**src/rtl/nabp_filter_pkg.sv**
```systemverilog
// Shared constants for the filtered-RAM line feeder: default FIR kernel,
// fixed-point scaling and the feeder FSM state encoding.
package nabp_filter_pkg;

   localparam int ORDER_DEF   = 4;
   localparam int COEFF_W_DEF = 16;
   localparam int kFracBits   = 8;

   // Default symmetric smoothing kernel in Q8 (unity DC gain: 16+32+160+32+16 = 256).
   localparam logic signed [COEFF_W_DEF-1:0] kFilterCoeffs [0:ORDER_DEF] =
      '{16'sd16, 16'sd32, 16'sd160, 16'sd32, 16'sd16};

   // Packed form of the kernel: coefficient j lives at bits [j*COEFF_W +: COEFF_W].
   localparam logic [(ORDER_DEF+1)*COEFF_W_DEF-1:0] kFilterCoeffVec =
      {kFilterCoeffs[4], kFilterCoeffs[3], kFilterCoeffs[2], kFilterCoeffs[1], kFilterCoeffs[0]};

   // Feeder FSM encoding.
   localparam logic [1:0] ST_IDLE = 2'd0;
   localparam logic [1:0] ST_KICK = 2'd1;
   localparam logic [1:0] ST_BUSY = 2'd2;
   localparam logic [1:0] ST_DONE = 2'd3;

endpackage

```
**src/rtl/nabp_fir_mac.sv**
```systemverilog
// Combinational FIR multiply-accumulate over ORDER+1 taps, followed by an
// arithmetic (floor) shift by FRAC_BITS and saturation to FDATA_W signed.
module nabp_fir_mac
   import nabp_filter_pkg::*;
#(
   parameter int DATA_W    = 12,
   parameter int FDATA_W   = 16,
   parameter int ORDER     = ORDER_DEF,
   parameter int COEFF_W   = COEFF_W_DEF,
   parameter int FRAC_BITS = kFracBits,
   parameter logic [(ORDER+1)*COEFF_W-1:0] COEFFS = kFilterCoeffVec
) (
   input  logic [DATA_W-1:0]         x_cur,
   input  logic [ORDER*DATA_W-1:0]   taps,
   output logic signed [FDATA_W-1:0] y
);

   // Wide enough that ORDER+1 unsigned-sample by signed-coefficient products never overflow.
   localparam int ACC_W = DATA_W + COEFF_W + $clog2(ORDER+1) + 1;

   // Arithmetic right shift: truncation toward minus infinity.
   function automatic logic signed [ACC_W-1:0] shift_floor(input logic signed [ACC_W-1:0] v);
      return v >>> FRAC_BITS;
   endfunction

   // Clamp to the signed FDATA_W range; in range when all bits above the result sign agree.
   function automatic logic signed [FDATA_W-1:0] saturate(input logic signed [ACC_W-1:0] v);
      logic [ACC_W-FDATA_W:0] hi;
      hi = v[ACC_W-1:FDATA_W-1];
      if (hi == '0 || hi == '1)
         return v[FDATA_W-1:0];
      else if (v[ACC_W-1])
         return {1'b1, {(FDATA_W-1){1'b0}}};
      else
         return {1'b0, {(FDATA_W-1){1'b1}}};
   endfunction

   logic [(ORDER+1)*DATA_W-1:0] win;
   logic signed [ACC_W-1:0]     acc;
   logic signed [ACC_W-1:0]     samp;
   logic signed [ACC_W-1:0]     coef;

   // Window element j: j=0 is the current sample, j>=1 is tap j-1.
   assign win = {taps, x_cur};

   // Sum of coefficient-weighted window samples, samples zero-extended to signed.
   always_comb begin
      acc  = '0;
      samp = '0;
      coef = '0;
      for (int j = 0; j <= ORDER; j++) begin
         samp = ACC_W'($signed({1'b0, win[j*DATA_W +: DATA_W]}));
         coef = ACC_W'($signed(COEFFS[j*COEFF_W +: COEFF_W]));
         acc  = acc + samp * coef;
      end
   end

   assign y = saturate(shift_floor(acc));

endmodule

```
**src/rtl/nabp_filter_line_feeder.sv**
```systemverilog
// Producer side of the filtered-RAM fill: kicks the RAM for each scheduled
// line, follows its read counter to fetch raw samples and drives the
// FIR-filtered value for the RAM's write pointer with zero latency.
module nabp_filter_line_feeder
   import nabp_filter_pkg::*;
#(
   parameter int DATA_W    = 12,
   parameter int FDATA_W   = 16,
   parameter int S_W       = 9,
   parameter int LINE_SIZE = 256,
   parameter int ORDER     = ORDER_DEF,
   parameter int COEFF_W   = COEFF_W_DEF,
   parameter int FRAC_BITS = kFracBits,
   parameter int ANGLE_W   = 8,
   parameter logic [(ORDER+1)*COEFF_W-1:0] COEFFS = kFilterCoeffVec
) (
   input  logic                      clk,
   input  logic                      reset_n,
   input  logic                      line_kick,
   input  logic [ANGLE_W-1:0]        line_angle,
   output logic                      line_ready,
   output logic                      line_done,
   output logic [ANGLE_W-1:0]        sg_angle,
   output logic [S_W-1:0]            sg_s_val,
   input  logic [DATA_W-1:0]         sg_val,
   output logic                      hs_fill_kick,
   input  logic                      hs_fill_done,
   input  logic [S_W-1:0]            hs_s_val,
   output logic signed [FDATA_W-1:0] hs_val
);

   // One extra bit so LINE_SIZE == 2**S_W still compares correctly.
   localparam logic [S_W:0] LINE_END = (S_W+1)'(LINE_SIZE);

   logic [1:0]              state;
   logic [ANGLE_W-1:0]      angle_q;
   logic [ORDER*DATA_W-1:0] taps;
   logic [DATA_W-1:0]       x_cur;

   // Line sequencing and angle latch; line_kick only counts in IDLE, fill-done only in BUSY.
   always_ff @(posedge clk or negedge reset_n) begin
      if (!reset_n) begin
         state   <= ST_IDLE;
         angle_q <= '0;
      end else begin
         case (state)
            ST_IDLE: if (line_kick) begin
               angle_q <= line_angle;
               state   <= ST_KICK;
            end
            ST_KICK: state <= ST_BUSY;
            ST_BUSY: if (hs_fill_done) state <= ST_DONE;
            default: state <= ST_IDLE;
         endcase
      end
   end

   // Tap delay line: shifts every BUSY cycle, held clear otherwise so each line starts zero-padded.
   always_ff @(posedge clk or negedge reset_n) begin
      if (!reset_n)
         taps <= '0;
      else if (state == ST_BUSY)
         taps <= {taps[(ORDER-1)*DATA_W-1:0], x_cur};
      else
         taps <= '0;
   end

   // Current sample, zero past the end of the line (RAM parks its read index at LINE_SIZE) and outside BUSY.
   always_comb begin
      x_cur = '0;
      if (state == ST_BUSY && {1'b0, hs_s_val} < LINE_END)
         x_cur = sg_val;
   end

   assign line_ready   = (state == ST_IDLE);
   assign line_done    = (state == ST_DONE);
   assign hs_fill_kick = (state == ST_KICK);
   assign sg_angle     = angle_q;
   assign sg_s_val     = hs_s_val;

   nabp_fir_mac #(
      .DATA_W    (DATA_W),
      .FDATA_W   (FDATA_W),
      .ORDER     (ORDER),
      .COEFF_W   (COEFF_W),
      .FRAC_BITS (FRAC_BITS),
      .COEFFS    (COEFFS)
   ) u_mac (
      .x_cur (x_cur),
      .taps  (taps),
      .y     (hs_val)
   );

endmodule

```
**config.mk**
```make
export PLATFORM = sky130hd
export DESIGN_NAME = nabp_filter_line_feeder
export DESIGN_NICKNAME = d
export VERILOG_FILES = /design/src/rtl/nabp_filter_pkg.sv /design/src/rtl/nabp_fir_mac.sv /design/src/rtl/nabp_filter_line_feeder.sv
export SDC_FILE = /design/constraint.sdc
export NUM_CORES = 1
export LEC_CHECK = 0
export CORE_MARGIN = 5
export CORE_UTILIZATION = 35
export CTS_BUF_LIST = sky130_fd_sc_hd__clkbuf_4 sky130_fd_sc_hd__clkbuf_8
export CTS_CLUSTER_DIAMETER = 120
export DETAILED_ROUTE_END_ITERATION = 16
export PLACE_DENSITY = 0.61
export SYNTH_ARGS = -nofsm -noshare
export SYNTH_HDL_FRONTEND = slang
export SYNTH_SLANG_ARGS = --single-unit
export TNS_END_PERCENT = 20
```
**constraint.sdc**
```tcl
create_clock -name clk -period 8.93 [get_ports clk]
set_input_delay 1.786 -clock clk [delete_from_list [all_inputs] [get_ports clk]]
set_output_delay 1.786 -clock clk [all_outputs]
set_load 0.05 [all_outputs]
```
==> flow_summary_export.csv, run 1 <==
group,metric,value,unit
sta,tns,0,ns
place,dp_cells,595,
synth,ys.flop_type,"dfrtp_1",
sta,fmaxAchievable,0.115,GHz
clock_tree,htree_levels,3,
critical_path,end_kind,"output pin",
clock_tree,clock_sinks,58,
critical_path,crit_fanout,6,
sta,worst_pin_slew,0.741,ns
synth,post-synth-top-count-cell,"dfrtp_1",
critical_path,setup.worst_path.class,"input port to output pin",
critical_path,critPathSlowestCell,"fa_1",
critical_path,cp.arrival,6.94,ns
layout,fin_nets,568,
synth,ys_top_cells_by_area,"dfrtp_1 (34%), ha_1 (15%), fa_1 (11%), and2_1 (7.2%), xnor2_1 (4.7%)",
clock_tree,clkLatencyLatePin,0.35,ns
global_routing,first_global_vias,3132,
synth,synth_top_area_share,0.339,
route,drtIter0Drc,123,
route,routed-via-count,2897,
sta,slew_headroom,0.506,
global_routing,grt.overflow.total,0,
clock_tree,hold_buffers,0,
die,die_w,121,µm
clock_tree,cts-root-buf,"clkbuf_8",
sta,rsz0062_at_grt,"true",
synth,yosys_register_bits,58,
place,gp_congestion,0.891,
synth,yosysTopAreaCell,"dfrtp_1",
critical_path,crit_chain,"clkdlybuf4s50_1 > and2b_4 > and2_1 > ha_1 > inv_1 > fa_2 > a21boi_0 > o21bai_1 > a31oi_4 > o21ai_2 > buf_4 > a41oi_1 > xnor2_1 > fa_1 > fa_1 > ha_1 > a21oi_1 > o21bai_1 > a21o_1 > a221oi_4 > xnor2_2 > buf_12",
sta,hold_viol,0,
synth,seq_area_frac_synth,0.339,
sta,slew_viol_final,0,
clock_tree,cts_tree,"yes",
synth,synth_area,4280,µm²
synth,synthArstFlopShare,1.00,
global_routing,antenna_found_initial,0,
job,maxCapViolations,0,
synth,ys_types,46,
layout,drive_gt1_frac,0.117,
power_and_ir_drop,power.leakage,0.00263,µW
power_and_ir_drop,ir_drop,197,µV
layout,utilization,0.431,
layout,final_cells,608,
worst_hold_path,hp-class,"register to register",
status,outcome,"finished, final reports clean",
critical_path,critPathMaxStageDelay,0.48,ns
synth,syn_inst,408,
critical_path,reg2reg_slack,6.88,ns
critical_path,cp-start-kind,"input port",
route,post_drt_via_cell_ratio,4.76,
sta,fin_crit_sh,0.977,
synth,synth-edff-count,0,
synth,yosysWarnings,0,
sta,final-setup-viol-count,0,
route,drt_wl_total,8570,µm
power_and_ir_drop,power,1320,µW
die,initial_core_util,0.356,
layout,diodes,0,
critical_path,cp.buffers_inverters,4,
layout,design_area,5180,µm²
die,boundaryPins,69,
route,detail-route-antenna-nets,0,
global_routing,grt_pass1_wl,14800,µm
place,port_buffers,49,
critical_path,critPathTopFamily,"adder cells",
route,wl_per_cell,14.1,µm
power_and_ir_drop,p_per_area,254,nW/µm²
route,firstDrtPassIters,5,
route,drc,0,
global_routing,grt_max_degree,59,
die,core_area,12000,µm²
die,die-area,14500,µm²
place,dp_hpwl,6640,µm
synth,synth_area_per_cell,10.5,µm²
layout,syn2layout_area_growth,20.9,%
clock_tree,path_clk_slew,0.06,ns
critical_path,required,7.14,ns
clock_tree,cts_buffers,9,
die,dieHeight,121,µm
global_routing,track_usage,0.126,
sta,fin_worst_skew,0.00758,ns
clock_tree,cts_buffer_depth,2,
synth,synthTopCellsByCount,"dfrtp_1 (58), ha_1 (51), and2_1 (49), inv_1 (38), nor2_1 (26)",
sta,period_needed,8.72,ns
die,num_rows,40,
place,place_area,4970,µm²
layout,fillers,1146,
## sequential cells by signal, summed over array words and instances, names as in the netlist
name / count
sg_angle: 8
state: 2
taps: 48
## timing repair
action,in CTS,in global routing
resized for setup,2,11
pin swaps,0,6
endpoints found under the setup margin,2,6
setup buffers,0,1
endpoints found under the hold margin,0,0
## power by group
| group | leakage [µW] | internal (µW) | switching (µW) |
|---|---|---|---|
| Clock | 0.0000804 | 105 | 99.3 |
| Combinational | 0.00177 | 306 | 474 |
| Sequential | 0.000783 | 305 | 27.7 |
## area by class of cell
| type | count | area, µm² | area share |
|---|---|---|---|
| Clock buffer | 11 | 145 | 0.0280 |
| Clock inverter | 1 | 5.00 | 0.000967 |
| Inverter | 38 | 143 | 0.0276 |
| Multi-Input combinational cell | 297 | 2640 | 0.510 |
| Sequential cell | 58 | 1450 | 0.280 |
| Tap cell | 147 | 184 | 0.0355 |
| Timing Repair Buffer | 56 | 611 | 0.118 |
## per-layer routing
layer | GRT usage | wire length [µm]
met1 | 0.170 | 4040
met2 | 0.200 | 4000
met3 | 0.0323 | 426
met4 | 0.0390 | 99
met5 | 0 | 0
## cell usage in the layout, fill, tap and decap left out, types with 2 or more instances in the layout
master           instances
o21bai_1                 4
xor2_1                   8
o21ai_1                  2
dfrtp_1                 58
conb_1                   3
a31oi_1                  3
and2_1                  49
mux2_2                   9
o21ai_0                 11
inv_1                   38
nand3_1                  4
fa_1                    23
a21boi_0                 2
xnor2_1                 22
nand2b_1                 3
nor3_1                   6
buf_4                   10
a41oi_1                  2
nor2_1                  25
a21oi_1                 15
clkdlybuf4s50_1         37
buf_12                   8
nand2_1                  9
a21o_1                   7
or3_1                    2
clkbuf_8                10
o21a_1                   5
nor2b_1                  4
ha_1                    51
## worst paths after layout
check,depth (start not counted),start,endpoint
worst max register to register,6,state[0],state[1]
max in group asynchronous,2,reset_n,taps[39]
worst min-delay path,1,taps[0],taps[12]
worst min register to register,1,taps[0],taps[12]
worst max-delay path,22,hs_s_val[8],hs_val[11]
min in group asynchronous,2,reset_n,sg_angle[1]
## worst register-to-register path, delay by kind of cell, from the launching register on
family / cells / cell delay [ns]
buffers and inverters: 3 / 0.64
flip-flops: 1 / 0.42
multiplexers: 1 / 0.37
AO/OA/AOI/OAI: 1 / 0.30
adder cells (fa/ha/maj): 1 / 0.19
## through the flow
stage                     setup WS [ns]  hold WS, ns
after global routing            -0.0748        0.521
after detailed placement        -0.0978        0.481
final                             0.205        0.488
after CTS                       0.00127        0.494
after global placement           0.0445        0.478
after floorplan                   0.174        0.463
## kinds of logic (layout without fill, tap and decap cells)
kind of cell               Yosys count  in the layout  synth area share
muxes                               10             10            0.0260
xor gates and xnor gates            31             31            0.0634
DFF                                 58             58             0.339
adders and majority gates           76             76             0.264
other                                1              3          0.000876
and+or+nand+nor                    110            110             0.140
AOI/OAI and AO/OA                   67             67             0.108
buffers and inverters               55            106            0.0588
Note: power is estimated with default switching activity, not from simulation.
==> run 2, diff against run 1 <==
--- a/config.mk
+++ b/config.mk
@@ -7,10 +7,10 @@
 export LEC_CHECK = 0
 export CORE_MARGIN = 5
 export CORE_UTILIZATION = 35
-export CTS_BUF_LIST = sky130_fd_sc_hd__clkbuf_4 sky130_fd_sc_hd__clkbuf_8
 export CTS_CLUSTER_DIAMETER = 120
 export DETAILED_ROUTE_END_ITERATION = 16
 export PLACE_DENSITY = 0.61
+export REMOVE_ABC_BUFFERS = 1
 export SYNTH_ARGS = -nofsm -noshare
 export SYNTH_HDL_FRONTEND = slang
 export SYNTH_SLANG_ARGS = --single-unit
==> run 2 against run 1 <==
Net effect:
- critical path depth rose by 3
- setup slack improved by 0.15 ns
- routed wire length fell by 2.2%
- final cell count rose by 0.66%
- sequential power barely moved
- cell area rose by 4.2%
- die area did not move
- non-clock buffer count did not move
- sequential share of layout area fell by 1.1 points
- worst hold slack improved by 0.0051 ns
- global-route usage fell by 0.31 points
- fmax rose by 1.8%
==> flow_summary_export.csv, run 2 (synthesis results as in run 1) <==
group,metric,value,unit
power_and_ir_drop,power,1520,µW
power_and_ir_drop,p_int,904,µW
place,port_buffers,49,
die,die_w,121,µm
sta,tns,0,ns
global_routing,grt_pass1_wl,14500,µm
sta,slew_headroom,0.510,
power_and_ir_drop,net-switching-power,616,µW
die,boundaryPins,69,
critical_path,crit_fanout,4,
sta,period_needed,8.57,ns
clock_tree,clock_sinks,58,
route,wl_per_cell,13.7,µm
layout,final_common_cell,"dfrtp_1",
clock_tree,cts_buffer_depth,2,
place,post-place-ws,-0.108,ns
clock_tree,cts_buffers,9,
layout,utilization,0.449,
power_and_ir_drop,swShare,0.405,
sta,rsz0062_at_grt,"false",
die,die-area,14500,µm²
worst_hold_path,hp-class,"register to register",
global_routing,grt_max_degree,59,
sta,slew_viol_final,0,
clock_tree,clkLatencyLatePin,0.32,ns
clock_tree,cts_tree,"yes",
sta,worst_pin_slew,0.736,ns
sta,hold_viol,0,
global_routing,antenna_found_initial,0,
route,post_drt_via_cell_ratio,4.85,
layout,diodes,0,
place,dp_hpwl,6480,µm
sta,setup_slack,0.358,ns
place,gp_congestion,0.888,
clock_tree,htree_levels,3,
sta,fmaxAchievable,0.117,GHz
power_and_ir_drop,comb_power_share,0.515,
power_and_ir_drop,ir_drop,185,µV
layout,regMostFlops,"taps",
route,drt_wl_total,8380,µm
die,core_area,12000,µm²
global_routing,grt.overflow.total,0,
die,dieHeight,121,µm
route,drtIter0Drc,80,
sta,fin_crit_sh,0.960,
route,detail-route-antenna-nets,0,
sta,final-setup-viol-count,0,
power_and_ir_drop,p_per_area,282,nW/µm²
power_and_ir_drop,power.leakage,0.00272,µW
layout,syn2layout_area_growth,26.0,%
power_and_ir_drop,clockPowerShare,0.266,
job,maxCapViolations,0,
die,num_rows,40,
critical_path,required,7.14,ns
critical_path,cp-start-kind,"input port",
route,routed-via-count,2966,
route,drc,0,
clock_tree,cts-root-buf,"clkbuf_16",
global_routing,track_usage,0.123,
global_routing,first_global_vias,3174,
route,firstDrtPassIters,4,
layout,drive_gt1_frac,0.127,
layout,fin_nets,568,
power_and_ir_drop,seqPwrFrac,0.219,
sta,fin_worst_skew,0.00474,ns
status,outcome,"finished, final reports clean",
critical_path,end_kind,"output pin",
critical_path,setup.worst_path.class,"input port to output pin",
die,initial_core_util,0.356,
layout,mostFrequentLayoutCells,"dfrtp_1 (58), ha_1 (50), and2_1 (49)",
layout,largest_reg_flops,48,
critical_path,cp.arrival,6.79,ns
clock_tree,path_clk_slew,0.05,ns
==> run 2: path summary, 6_finish.rpt <==
check / from / endpoint / slack [ns] / cells past startpoint
worst max-delay path: hs_s_val[8] / hs_val[10] / 0.36 / 25
worst min-delay path: taps[0] / taps[12] / 0.49 / 1
worst max register to register: state[0] / state[1] / 6.96 / 6
worst min register to register: taps[0] / taps[12] / 0.49 / 1
max in group asynchronous: reset_n / taps[42] / 6.83 / 2
min in group asynchronous: reset_n / sg_angle[7] / 1.62 / 2
==> run 2: metal layers <==
layer	wire [µm]	vias up	GRT usage
li1	-	1462	-
met2	4080	78	0.204
met1	3780	1412	0.155
met3	359	14	0.0299
met5	0	-	0
met4	162	0	0.0496
==> run 2: stage by stage <==
stage / cell area (µm²) / cells / hold slack, ns
after floorplan: 4180 / 393 / 0.463
after global placement: 4970 / 595 / 0.475
after detailed placement: 4970 / 595 / 0.480
after CTS: 5320 / 611 / 0.494
after global routing: 5390 / 612 / 0.513
final: 5390 / 612 / 0.493
==> run 2: layout make-up <==
class / count / area, µm²
inverters: 38 / 143
clock buffers: 12 / 256
multi-input cells: 297 / 2630
fillers: 1111 / 6620
well taps: 147 / 184
repair buffers: 56 / 627
clock inverters: 4 / 97.6
flip-flops and latches: 58 / 1450
==> run 2: repair_timing <==
| action | in CTS | in global routing |
|---|---|---|
| setup endpoints to repair | 4 | 6 |
| resized for setup | 2 | 12 |
| buffers inserted | 0 | 1 |
| hold buffers | 0 | 0 |
| pin swaps | 0 | 6 |
==> run 2: power by group through the flow <==
| stage | clock network [µW] | logic [µW] | registers, µW |
|---|---|---|---|
| finish | 404 | 783 | 333 |
| CTS | 411 | 784 | 334 |
| global route | 427 | 859 | 339 |
| detailed placement | 0 | 779 | 338 |
| floorplan | 0 | 456 | 398 |
| global placement | 0 | 773 | 335 |
==> run 2: critical path, stage by stage <==
cell             delay (ns)
clkdlybuf4s50_1        0.50
and2b_4                0.21
and2_1                 0.15
ha_1                   0.19
inv_1                  0.07
fa_2                   0.23
nand2b_1               0.07
a31o_2                 0.24
a31oi_2                0.25
o21ai_2                0.10
a21oi_2                0.17
xnor2_1                0.12
fa_1                   0.53
inv_1                  0.06
fa_1                   0.49
inv_1                  0.06
ha_4                   0.27
nand2_1                0.07
nor2_2                 0.11
nand3_1                0.12
a21boi_2               0.26
buf_6                  0.15
a41oi_2                0.12
xnor2_1                0.17
bufbuf_16              0.29
